`src/rtl/end_scene_mixer.sv`:
```
// End-of-game overlay compositor: fades an overlay in over the game layer and back out on restart.
// Optional build macro DIM_BACKGROUND_EN dims non-overlay pixels as the overlay fades in.
module end_scene_mixer #(
  parameter int FADE_STEP = 2
) (
  input  logic        clk,
  input  logic        rst,
  input  logic        frame_start,
  input  logic        video_on,
  input  logic [11:0] base_rgb,
  input  logic        game_over,
  input  logic        restart,
  input  logic        is_end_scene,
  input  logic [11:0] end_scene_rgb,
  output logic [11:0] vga_rgb,
  output logic [1:0]  fade_state,
  output logic        restart_done
);

  typedef enum logic [1:0] {
    ST_IDLE     = 2'd0,
    ST_FADE_IN  = 2'd1,
    ST_HOLD     = 2'd2,
    ST_FADE_OUT = 2'd3
  } state_e;

  state_e      state_q, state_d;
  logic [4:0]  alpha_q, alpha_d;
  logic [3:0]  fcnt_q, fcnt_d;
  logic        done_q, done_d;
  logic        step_tick;

  logic        vld_p1_q;
  logic [11:0] base_p1_q;
  logic [11:0] rgb_p2_q, rgb_p2_d;

  function automatic logic [3:0] blend_ch(input logic [3:0] ov, input logic [3:0] bs,
                                          input logic [4:0] a);
    logic [8:0] acc;
    acc = ({5'd0, ov} * {4'd0, a}) + ({5'd0, bs} * {4'd0, 5'd16 - a});
    return 4'(acc >> 4);
  endfunction

  function automatic logic [11:0] blend_px(input logic [11:0] ov, input logic [11:0] bs,
                                           input logic [4:0] a);
    return {blend_ch(ov[11:8], bs[11:8], a), blend_ch(ov[7:4], bs[7:4], a),
            blend_ch(ov[3:0], bs[3:0], a)};
  endfunction

`ifdef DIM_BACKGROUND_EN
  function automatic logic [3:0] dim_ch(input logic [3:0] bs, input logic [4:0] a);
    logic [8:0] acc;
    acc = {5'd0, bs} * (9'd32 - {4'd0, a});
    return 4'(acc >> 5);
  endfunction

  function automatic logic [11:0] background_px(input logic [11:0] bs, input logic [4:0] a);
    return {dim_ch(bs[11:8], a), dim_ch(bs[7:4], a), dim_ch(bs[3:0], a)};
  endfunction
`else
  function automatic logic [11:0] background_px(input logic [11:0] bs, input logic [4:0] a);
    return (a == 5'd31) ? bs : bs;
  endfunction
`endif

  // Alpha moves one step per FADE_STEP frames, only on a frame_start cycle.
  assign step_tick = frame_start && (fcnt_q == 4'(FADE_STEP - 1));

  always_comb begin
    state_d = state_q;
    alpha_d = alpha_q;
    fcnt_d  = fcnt_q;
    done_d  = 1'b0;
    case (state_q)
      ST_IDLE: begin
        alpha_d = 5'd0;
        if (game_over) state_d = ST_FADE_IN;
      end
      ST_FADE_IN: begin
        if (restart) begin
          state_d = ST_FADE_OUT;
        end else if (alpha_q == 5'd16) begin
          state_d = ST_HOLD;
        end else if (step_tick) begin
          fcnt_d  = 4'd0;
          alpha_d = alpha_q + 5'd1;
          if (alpha_q == 5'd15) state_d = ST_HOLD;
        end else if (frame_start) begin
          fcnt_d = fcnt_q + 4'd1;
        end
      end
      ST_HOLD: begin
        if (restart) state_d = ST_FADE_OUT;
      end
      ST_FADE_OUT: begin
        if (game_over && !restart) begin
          state_d = ST_FADE_IN;
        end else if (alpha_q == 5'd0) begin
          state_d = ST_IDLE;
          done_d  = 1'b1;
        end else if (step_tick) begin
          fcnt_d  = 4'd0;
          alpha_d = alpha_q - 5'd1;
          if (alpha_q == 5'd1) begin
            state_d = ST_IDLE;
            done_d  = 1'b1;
          end
        end else if (frame_start) begin
          fcnt_d = fcnt_q + 4'd1;
        end
      end
      default: state_d = ST_IDLE;
    endcase
    if (state_d != state_q) fcnt_d = 4'd0;
  end

  always_ff @(posedge clk) begin
    if (rst) begin
      state_q <= ST_IDLE;
      alpha_q <= 5'd0;
      fcnt_q  <= 4'd0;
      done_q  <= 1'b0;
    end else begin
      state_q <= state_d;
      alpha_q <= alpha_d;
      fcnt_q  <= fcnt_d;
      done_q  <= done_d;
    end
  end

  // p1: align game layer with the overlay ROM output
  always_ff @(posedge clk) begin
    if (rst) begin
      vld_p1_q  <= 1'b0;
      base_p1_q <= 12'h000;
    end else begin
      vld_p1_q  <= video_on;
      base_p1_q <= base_rgb;
    end
  end

  always_comb begin
    rgb_p2_d = 12'h000;
    if (vld_p1_q) begin
      if (is_end_scene) rgb_p2_d = blend_px(end_scene_rgb, base_p1_q, alpha_q);
      else              rgb_p2_d = background_px(base_p1_q, alpha_q);
    end
  end

  // p2: composited output register
  always_ff @(posedge clk) begin
    if (rst) rgb_p2_q <= 12'h000;
    else     rgb_p2_q <= rgb_p2_d;
  end

  assign vga_rgb      = rgb_p2_q;
  assign fade_state   = state_q;
  assign restart_done = done_q;

endmodule

```
`config.mk`:
```
export PLATFORM = sky130hd
export DESIGN_NAME = end_scene_mixer
export DESIGN_NICKNAME = d
export VERILOG_FILES = /design/src/rtl/end_scene_mixer.sv
export SDC_FILE = /design/constraint.sdc
export NUM_CORES = 1
export LEC_CHECK = 0
export BUFFER_PORTS_ARGS = -buffer_cell sky130_fd_sc_hd__clkbuf_2
export CORE_ASPECT_RATIO = 1.1
export CORE_MARGIN = 2
export CORE_UTILIZATION = 65
export DETAILED_ROUTE_END_ITERATION = 16
export PLACE_DENSITY_LB_ADDON = 0.15
export SETUP_SLACK_MARGIN = 0.2
export SYNTH_ARGS = -nofsm -noshare
export SYNTH_HDL_FRONTEND = slang
export SYNTH_SLANG_ARGS = --single-unit
```
`constraint.sdc`:
```
create_clock -name clk -period 14.4 [get_ports clk]
set_clock_uncertainty 0.1 [all_clocks]
set_input_delay 1.44 -clock clk [delete_from_list [all_inputs] [get_ports clk]]
set_output_delay 1.44 -clock clk [all_outputs]
set_load 0.02 [all_outputs]
```
# ---- Word-level counts from Yosys, hierarchy flattened
# Index checks and enable logic that the tools add are counted.
# W data, S select, Z words.
dict set report totals {
  regBits 37
  out_inout_bits 15
  elab_cells 77
}
dict set report op_classes {
  add_sub_neg 7
  mul 6
  eq_ne 14
  n_mux 29
  bitwise_logic 2
  n_reduce_logical 12
}
# op count
set ops {}
lappend ops {{$mul A4 B5 Y8} 6}
lappend ops {{$mux W5} 6}
lappend ops {{$add A8 B8 Y8} 3}
lappend ops {{$mux W4} 6}
lappend ops {{$mux W2} 10}
lappend ops {{$pmux W5 S3} 1}
lappend ops {{$mux W12} 1}
lappend ops {{$ne A2 B2 Y1 const B} 6}
lappend ops {{$pmux W2 S4} 1}
lappend ops {{$pmux W4 S2} 1}
lappend ops {{$reduce_and A7 Y1} 1}
lappend ops {{$add A5 B1 Y5 const B} 1}
lappend ops {{$eq A5 B1 Y1 const B} 1}
lappend ops {{$eq A5 B4 Y1 const B} 1}
lappend ops {{$eq A5 B5 Y1 const B} 1}
lappend ops {{$logic_not A5 Y1} 1}
lappend ops {{$reduce_and A5 Y1} 1}
lappend ops {{$sub A5 B1 Y5 const B} 1}
lappend ops {{$sub A5 B5 Y5 const A} 1}
lappend ops {{$add A4 B1 Y4 const B} 1}
lappend ops {{$eq A2 B2 Y1 const B} 2}
lappend ops {{$eq A4 B1 Y1 const B} 1}
lappend ops {{$reduce_or A2 Y1} 2}
lappend ops {{$mux W1} 3}
lappend ops {{other kinds (9)} 11}

# ---- Logic depth before layout (Yosys ltp)
# Gate-level depths: netlist of run 1.
dict set report logic_depth {
  depth_word 8
  depth_mapped 22
  ltp_nobuf 19
}

# ---- Least setup slack after synthesis of run 1
# No wires, ideal clock.
dict set report synth_path {
  path_type {reg2reg}
  start {reg alpha_q[0]}
  end {reg rgb_p2_q[11] (netlist: vga_rgb[11])}
  setup_ns 0.079
  t_arrival_ns 5.294
  path_slack_ns 8.927
  path_stages_with_launch 23
  path_buffers 3
  period_less_slack_ns 5.473
  cell_sequence {dfxtp_1 > clkbuf_1 > clkbuf_1 > inv_1 > ha_1 > nor3b_1 > ha_1 > clkbuf_1 > nor2b_1 > fa_1 > inv_1 > fa_1 > inv_1 > fa_1 > inv_1 > fa_1 > inv_1 > ha_1 > nand4_1 > o2111ai_1 > a21oi_1 > xnor2_1 > a211oi_2}
}
dict set report synth_via {
  elab_chain_len 4
  word_cells_on_any_way 5
  classes_between {add/sub: 2; mul: 2; mux: 1}
}
# element line_no
set synth_lines {}
lappend synth_lines {{start, declared} 28} ;# logic [4:0] alpha_q, alpha_d;
lappend synth_lines {{start signal, assigned} 125} ;# alpha_q <= alpha_d;
lappend synth_lines {{$sub A5 B5 Y5} 40} ;# acc = ({5'd0, ov} * {4'd0, a}) + ({5'd0, bs} * {4'd0, 5'd16 - a});
lappend synth_lines {{$mul A4 B5 Y8} 40}
lappend synth_lines {{$add A8 B8 Y8 (*)} 40}
lappend synth_lines {{$mux W12 (*)} 145} ;# if (is_end_scene) rgb_p2_d = blend_px(end_scene_rgb, base_p1_q, alpha_q);
lappend synth_lines {{end signal, assigned} 153} ;# else rgb_p2_q <= rgb_p2_d;
lappend synth_lines {{end, declared} 35} ;# logic [11:0] rgb_p2_q, rgb_p2_d;
# Mark *: on every way between the ends. The rest lies on a longest branch, timed or not.
# A chain may end at the register's enable or synchronous reset.

# ---- Worst setup path after layout of run 1
# Ends and elaborated chain as after synthesis.

==> results.json, run 1 <==
{
  "path_cells": "inv_1 > ha_1 > nor3b_1 > ha_1 > nor2b_1 > fa_1 > inv_1 > fa_1 > inv_1 > fa_1 > inv_1 > fa_1 > inv_1 > ha_1 > nand4_1 > o2111ai_1 > a21oi_1 > xnor2_1 > a211oi_2",
  "grt_pass1_wl_microns": 18200,
  "drc": 0,
  "yosys.area.top_type": "fa_1",
  "cts_buffer_depth": 2,
  "netlist_area_sq_mm": 0.00511,
  "synth.most_common_cell": "inv_1",
  "synthTopCellsByCount": "inv_1 (125), and2_1 (75), fa_1 (63)",
  "timing.rr.end": "vga_rgb[11]",
  "period_minus_slack_ns": 5.89,
  "reg2reg_from": "alpha_q[0]",
  "wl_microns": 10500,
  "synth_top_area_share": 0.247,
  "crit_type": "reg -> reg",
  "grt_start_max_net_pins": 29,
  "leakage_nw": 2.72,
  "ys_ff_latch": 37,
  "antenna_found_initial": 0,
  "cp_num_buf_inv": 5,
  "met3_length_microns": 397,
  "viasPerCell": 5.33,
  "design_area_sq_mm": 0.00547,
  "dieArea_sq_mm": 0.00859,
  "postPlaceCellArea_sq_mm": 0.00538,
  "worstSetupStartpointType": "flip-flop",
  "htree_levels": 2,
  "cp_common_cell": "inv_1",
  "power_density_mw_per_mm2": 41.8,
  "multi_input_comb_area_sq_mm": 0.00380,
  "fin_nets": 759,
  "max_freq_ghz": 0.170,
  "numCtsBuffers": 5,
  "vdd_drop_max_mv": 0.0397,
  "finalSetupViolCount": 0,
  "hold_path.class": "reg -> reg",
  "reg2regPathDepth": 19,
  "slew_headroom": 0.384,
  "post_cts.repair.setup_buffers": 0,
  "hold_viol_final": 0,
  "grtUsageTotal": 0.270,
  "die_x_microns": 88.5,
  "initial_core_util": 0.676,
  "rows": 33,
  "gp_congestion": 0.864,
  "syn_avg_cell_area_sq_um": 8.81,
  "async_flop_share": 0,
  "required_ns": 14.53,
  "rsz0062_at_grt": "no",
  "ys_seq_area_frac": 0.145,
  "fin_crit_sh": 0.409,
  "critPathTopFamily": "adder cells",
  "cts-resized-gates": 0,
  "postRouteAntennaNets": 0,
  "cp_max_fo": 28,
  "slowest_delay_ns": 0.93,
  "grt_pass1_vias": 4060,
  "worstPathArrival_ns": 6.01,
  "portBuffers": 45,
  "worstHoldStart": "fcnt_q[1]",
  "highest_layer": "met4",
  "post-place-ws_ns": 8.51,
  "met1_length_microns": 4640,
  "clkTransAtPathRegs_ns": 0.09,
  "clockRootBuffer": "clkbuf_8",
  "worstHoldPathCells": 2,
  "n_fill_cell": 619,
  "register_area_sq_um": 741,
  "drtPass1Iterations": 4,
  "detail_route.wl_per_cell_microns": 14.6,
  "syn-num-nets": 727,
  "setup_tns_ns": 0,
  "clock-sinks": 37,
  "crit_path_end_kind": "flip-flop",
  "synthCells": 580,
  "vias": 3826,
  "met2_length_microns": 5210,
  "fp.dieH_microns": 97.0,
  "cts_tree": "built",
  "synth_edf_count": 0,
  "fin_ws_ns": 8.51,
  "yosysWarnings": 0,
  "rrSetupSlack_ns": 8.51,
  "final_layout_size_suffix_gt1_frac": 0.114,
  "maxCapViolCount": 0,
  "postCtsHoldBufs": 0,
  "status": "complete, no violations",
  "cpMaxStageDelayCell": "dfxtp_1",
  "synthFlopType": "dfxtp_1",
  "netlist_top_cells_area": "fa_1 (25%), dfxtp_1 (14%), ha_1 (13%), and2_1 (9.2%), inv_1 (9.2%)",
  "min_to": "fcnt_q[1]",
  "coreArea_sq_mm": 0.00756,
  "clk_latency_ns": 0.30,
  "synth_cell_types": 58,
  "drt_iter0_drc": 123,
  "grt.overflow.total": 0,
  "slew_viol_final": 0,
  "insertedDiodeCount": 0,
  "io_pins": 46,
  "max_slew.worst_pin.slew_ns": 0.918,
  "synthToLayoutAreaGrowth_pct": 7.10,
  "dpl.hpwl_microns": 8100
}
==> worst register-to-register path, cell delays in order, from the launching register on <==
cell       delay [ns]
dfxtp_1          0.93
inv_1            0.10
ha_1             0.28
nor3b_1          0.20
ha_1             0.61
nor2b_1          0.12
fa_1             0.50
inv_1            0.06
fa_1             0.52
inv_1            0.05
fa_1             0.52
inv_1            0.05
fa_1             0.52
inv_1            0.04
ha_1             0.33
nand4_1          0.13
o2111ai_1        0.27
a21oi_1          0.13
xnor2_1          0.14
a211oi_2         0.21
==> area by class of cell <==
type | count | share of cell area
Inverter | 126 | 0.0864
Clock inverter | 3 | 0.00457
Multi-Input combinational cell | 396 | 0.695
Sequential cell | 37 | 0.135
Timing Repair Buffer | 46 | 0.0425
Tap cell | 105 | 0.0240
Clock buffer | 5 | 0.0126
==> flip-flops by register name, summed over array words and instances (netlist names) <==
name and flops:
alpha_q 5, vga_rgb 12, restart_done 1, fade_state 2, base_p1_q 12, fcnt_q 4, vld_p1_q 1
==> how the worst max path moves through the flow <==
stage,from,to,slack (ns),cells past startpoint
after global routing,alpha_q[0],vga_rgb[11],8.07,19
after global placement,alpha_q[0],vga_rgb[11],8.61,19
final,alpha_q[0],vga_rgb[11],8.51,19
after detailed placement,alpha_q[0],vga_rgb[11],8.51,19
after floorplan,alpha_q[0],vga_rgb[11],8.93,22
after CTS,alpha_q[0],vga_rgb[11],8.47,19
==> metal layers <==
layer  GRT usage  up-vias
met5           0        -
met4      0.0874        0
met3      0.0333       19
met2       0.466       84
met1       0.346     1866
li1            -     1857
==> power breakdown <==
part           switching, mW  internal, mW  total [mW]
registers            0.00606         0.106       0.112
clock network         0.0457        0.0350      0.0807
logic                 0.0213        0.0152      0.0365
total                 0.0731         0.156       0.229
==> logic make-up after synthesis <==
family          share of synthesized area
fa+ha+maj                           0.377
compound gates                     0.0769
mux                                0.0152
flops                               0.145
buf+inv                             0.111
xor+xnor                           0.0578
simple gates                        0.217
==> stage by stage <==
stage / hold slack, ns / power, mW / instances / utilization
6_report: 0.397 / 0.229 / 718 / 0.724
3_3_place_gp: 0.372 / 0.149 / 710 / 0.712
2_1_floorplan: 0.355 / 0.136 / 580 / -
3_5_place_dp: 0.386 / 0.150 / 710 / 0.712
4_1_cts: 0.399 / 0.231 / 718 / 0.724
5_1_grt: 0.434 / 0.242 / 718 / 0.724
==> cell usage in the layout (no fill, tap or decap), drive strengths merged, types with 2 or more instances in the layout <==
cell type,n
dfxtp,37
or3,4
o31ai,2
or4,2
mux2i,4
mux2,3
xor2,6
o22ai,3
nand3b,2
nor3,3
o22a,2
o21ai,7
clkbuf,50
ha,53
and4b,2
xnor3,3
nor3b,5
xnor2,20
nor2,16
fa,63
a21oi,15
a31o,2
o21a,4
and3,2
a211o,2
a211oi,7
a2111oi,2
inv,127
nand2b,5
nand4,3
nand2,33
nor2b,26
nand3,8
and2,75
Power figures use the tool's default switching activity.
==> run 2: changes to the inputs <==
- CORE_UTILIZATION: 65 -> 62
- clock period: 14.4 -> 6.05 ns (I/O delays scaled with it)
==> results.json, run 2 (synthesis results as in run 1) <==
{
  "postCtsHoldBufs": 0,
  "portBuffers": 45,
  "reg2regPathDepth": 19,
  "grt.overflow.total": 0,
  "final_layout_size_suffix_gt1_frac": 0.121,
  "period_minus_slack_ns": 5.42,
  "wl_microns": 11000,
  "cts_tree": "built",
  "grtUsageTotal": 0.263,
  "power_density_mw_per_mm2": 99.3,
  "post_cts.repair.setup_buffers": 0,
  "initial_core_util": 0.642,
  "grt_start_max_net_pins": 28,
  "coreArea_sq_mm": 0.00796,
  "layout.cells.most_common_list": "inv_1 (125), and2_1 (75), fa_1 (63), ha_1 (53), clkbuf_2 (45)",
  "leakage_nw": 2.75,
  "detail_route.wl_per_cell_microns": 15.2,
  "vdd_drop_max_mv": 0.0990,
  "dieArea_sq_mm": 0.00898,
  "cpMaxStageDelayCell": "fa_1",
  "clkTransAtPathRegs_ns": 0.10,
  "drtPass1Iterations": 4,
  "slowest_delay_ns": 0.53,
  "worstPathArrival_ns": 5.55,
  "final_core_util": 0.693,
  "vias": 3905,
  "max_freq_ghz": 0.184,
  "worstSetupStartpointType": "flip-flop",
  "max_slew.worst_pin.slew_ns": 0.870,
  "rsz0062_at_grt": "no",
  "path_depth": 19,
  "drt_iter0_drc": 148,
  "cts_buffer_depth": 2,
  "hold_viol_final": 0,
  "critPathTopFamily": "adder cells",
  "dpl.cell_count": 718,
  "numCtsBuffers": 5,
  "cp_common_cell": "inv_1",
  "grt_pass1_vias": 4160,
  "slew_viol_final": 0,
  "fp.dieH_microns": 99.2,
  "fin_cells": 726,
  "die_x_microns": 90.6,
  "finalSetupViolCount": 0,
  "hold_path.class": "in -> reg",
  "clk_latency_ns": 0.31,
  "gp_congestion": 0.827,
  "synthToLayoutAreaGrowth_pct": 7.91,
  "antenna_found_initial": 0,
  "drc": 0,
  "fin_crit_sh": 0.897,
  "dpl.hpwl_microns": 8700,
  "required_ns": 6.17,
  "worstHoldPathCells": 2,
  "crit_path_end_kind": "flip-flop",
  "insertedDiodeCount": 0,
  "htree_levels": 2,
  "cts-resized-gates": 0,
  "clockRootBuffer": "clkbuf_8",
  "slew_headroom": 0.416,
  "cp_max_fo": 12,
  "cp_num_buf_inv": 5,
  "status": "complete, no violations",
  "rows": 34,
  "maxCapViolCount": 0,
  "clock-sinks": 37,
  "path_cells": "inv_1 > ha_1 > nor3b_1 > ha_1 > nor2b_1 > fa_1 > inv_1 > fa_1 > inv_1 > fa_1 > inv_1 > fa_1 > inv_1 > ha_1 > nand4_1 > o2111ai_1 > a21oi_1 > xnor2_1 > a211oi_2",
  "viasPerCell": 5.38,
  "io_pins": 46,
  "setup_tns_ns": 0,
  "fin_nets": 764,
  "postRouteAntennaNets": 0,
  "crit_type": "reg -> reg",
  "grt_pass1_wl_microns": 18900,
  "final_common_cell": "inv_1"
}
run 2: changes by cell type in the layout (fill, tap and decap cells not counted):
| cell | change |
|---|---|
| buf_4 | +5 |
run 2: worst paths after layout:
| check | startpoint | endpoint | slack [ns] |
|---|---|---|---|
| hold / removal | base_rgb[9] | base_p1_q[9] | 0.39 |
| setup / recovery | alpha_q[1] | vga_rgb[11] | 0.63 |
| setup reg to reg | alpha_q[1] | vga_rgb[11] | 0.63 |
| hold reg to reg | fcnt_q[1] | fcnt_q[1] | 0.41 |
run 2: worst reg2reg max path, cell delays in order (launching register included):
cell and delay, ns:
dfxtp_1 0.32, inv_1 0.10, ha_1 0.22, nor3b_1 0.46, ha_1 0.51, nor2b_1 0.12
fa_1 0.50, inv_1 0.06, fa_1 0.52, inv_1 0.05, fa_1 0.53, inv_1 0.06
fa_1 0.53, inv_1 0.05, ha_1 0.34, nand4_1 0.13, o2111ai_1 0.27, a21oi_1 0.13
xnor2_1 0.14, a211oi_2 0.22
run 2: area by class of cell:
cell class                      count  area [sq um]
Clock buffer                        5          68.8
Clock inverter                      3          25.0
Inverter                          126           473
Tap cell                          108           135
Fill cell                         675          2440
Multi-Input combinational cell    396          3800
Sequential cell                    37           741
Timing Repair Buffer               51           270
run 2: layer usage:
| layer | global-route usage | wire [microns] |
|---|---|---|
| met1 | 0.327 | 4760 |
| met2 | 0.482 | 5580 |
| met3 | 0.0273 | 464 |
| met4 | 0.0805 | 230 |
| met5 | 0 | 0 |
run 2: metrics by stage:
step / cell area [sq um] / worst slack [ns] / hold slack (ns) / total power, mW
after floorplan: 5110 / 0.577 / 0.355 / 0.325
after global placement: 5420 / 0.792 / 0.371 / 0.355
after detailed placement: 5420 / 0.668 / 0.396 / 0.358
after CTS: 5510 / 0.633 / 0.390 / 0.552
after global routing: 5510 / 0.265 / 0.400 / 0.573
final: 5510 / 0.626 / 0.392 / 0.548
run 2: report_power, final:
group / switching [mW] / internal (mW)
combinational: 0.0498 / 0.0365
sequential: 0.0148 / 0.251
clock: 0.112 / 0.0835
total: 0.176 / 0.371
==> run 3: changes to the inputs <==
- ABC_AREA: default -> 0
- PLACE_DENSITY: default -> 0.9
- PLACE_DENSITY_LB_ADDON: 0.15 -> default
==> results.json, run 3 (synthesis results as in run 1) <==
{
  "status": "complete, no violations",
  "grt.overflow.total": 0,
  "grt_start_max_net_pins": 25,
  "required_ns": 6.15,
  "critPathTopFamily": "adder cells",
  "hold_viol_final": 0,
  "coreArea_sq_mm": 0.00796,
  "cpMaxStageDelayCell": "fa_1",
  "vdd_drop_max_mv": 0.118,
  "fin_nets": 764,
  "cp_num_buf_inv": 3,
  "detail_route.wl_per_cell_microns": 15.5,
  "power_density_mw_per_mm2": 106,
  "gp_congestion": 0.939,
  "maxCapViolCount": 0,
  "clk_latency_ns": 0.30,
  "vias": 3999,
  "slowest_delay_ns": 0.56,
  "path_depth": 17,
  "fin_ws_ns": 0.570,
  "worstHoldPathCells": 2,
  "clockRootBuffer": "clkbuf_8",
  "worstHoldStart": "fcnt_q[1]",
  "portBuffers": 45,
  "period_minus_slack_ns": 5.48,
  "post-place-ws_ns": 0.602,
  "grt_pass1_wl_microns": 19800,
  "dpl.cell_count": 718,
  "initial_core_util": 0.642,
  "synthToLayoutAreaGrowth_pct": 8.37,
  "clock-sinks": 37,
  "layout.cells.most_common_list": "inv_1 (125), and2_1 (75), fa_1 (63), ha_1 (52), clkbuf_2 (45)",
  "dpl.hpwl_microns": 8670,
  "rows": 34,
  "viasPerCell": 5.51,
  "max_freq_ghz": 0.182,
  "slew_headroom": 0.378,
  "critPathLaunch": "alpha_q[0]",
  "insertedDiodeCount": 0,
  "reg2regPathDepth": 17,
  "die_x_microns": 90.6,
  "final_common_cell": "inv_1",
  "leakage_nw": 2.75,
  "crit_path_end_kind": "flip-flop",
  "drt_iter0_drc": 179,
  "rsz0062_at_grt": "no",
  "slew_viol_final": 0,
  "fin_cells": 726,
  "worstSetupStartpointType": "flip-flop",
  "n_fill_cell": 613,
  "cp_common_cell": "fa_1",
  "final_layout_size_suffix_gt1_frac": 0.123,
  "numCtsBuffers": 5,
  "htree_levels": 2,
  "path_cells": "inv_1 > ha_1 > nor3b_1 > ha_2 > nor2b_1 > fa_1 > fa_1 > fa_1 > inv_1 > fa_1 > inv_1 > ha_1 > o21a_1 > o21a_1 > o22a_1 > xnor2_1 > a211oi_1",
  "drtPass1Iterations": 6,
  "fin_crit_sh": 0.906,
  "dieArea_sq_mm": 0.00898,
  "finalSetupViolCount": 0,
  "cp_max_fo": 12,
  "grtUsageTotal": 0.272,
  "max_slew.worst_pin.slew_ns": 0.927,
  "antenna_found_initial": 0,
  "fp.dieH_microns": 99.2,
  "multi_input_comb_area_sq_mm": 0.00380,
  "reg2reg_from": "alpha_q[0]",
  "clkTransAtPathRegs_ns": 0.09,
  "io_pins": 46,
  "register_area_sq_um": 741,
  "cts_tree": "built",
  "setup_tns_ns": 0,
  "postCtsHoldBufs": 0,
  "drc": 0,
  "cts_buffer_depth": 2,
  "crit_type": "reg -> reg",
  "hold_path.class": "reg -> reg",
  "postRouteAntennaNets": 0,
  "wl_microns": 11200,
  "grt_pass1_vias": 4249,
  "worstPathArrival_ns": 5.58
}
==> run 3: area by class of cell <==
type / instances / share of cell area
multi-input combinational: 396 / 0.687
timing repair buffer: 51 / 0.0488
tap: 108 / 0.0244
clock buffer: 5 / 0.0124
sequential: 37 / 0.134
inverter: 126 / 0.0854
clock inverter: 3 / 0.00836
==> run 3: worst register-to-register path: cells and delay by family, from the launching register on <==
| family | cells | cell delay [ns] |
|---|---|---|
| buffers and inverters | 3 | 0.18 |
| AO/OA/AOI/OAI | 4 | 0.84 |
| XOR/XNOR | 1 | 0.14 |
| AND/OR/NAND/NOR | 2 | 0.70 |
| adder cells (fa/ha/maj) | 7 | 3.07 |
| flip-flops | 1 | 0.36 |
==> run 3: path summary, 6_finish.rpt <==
| path | endpoint | slack [ns] |
|---|---|---|
| worst min-delay path | fcnt_q[1] | 0.40 |
| worst max register to register | vga_rgb[3] | 0.57 |
| worst min register to register | fcnt_q[1] | 0.40 |
| worst max-delay path | vga_rgb[3] | 0.57 |
==> run 3: report_power, final <==
group          internal [mW]  switching (mW)  leakage [nW]
clock network          0.124           0.109        0.0543
registers              0.251          0.0146         0.303
logic                 0.0369          0.0518          2.40
total                  0.412           0.176          2.75
==> run 3: through the flow <==
stage               hold WS, ns   util  cell area, sq um  total power [mW]
detailed placement        0.393  0.681              5420             0.359
finish                    0.399  0.696              5540             0.587
global route              0.409  0.696              5540             0.608
CTS                       0.401  0.696              5540             0.585
floorplan                 0.355      -              5110             0.325
global placement          0.368  0.681              5420             0.354
==> run 3: layer usage <==
layer  part of all wire  up-vias  GRT usage  routed length [microns]
li1                   -     1873          -                        -
met3              0.062       32     0.0280                      692
met2               0.50      178      0.490                     5640
met1               0.41     1916      0.347                     4590
met4              0.028        0     0.0852                      319
met5                  0        -          0                        0
==> run 3: repair_timing <==
item                       in CTS  in global routing
setup buffers                   0                  0
setup endpoints to repair       0                  1
gates resized for setup         0                  1
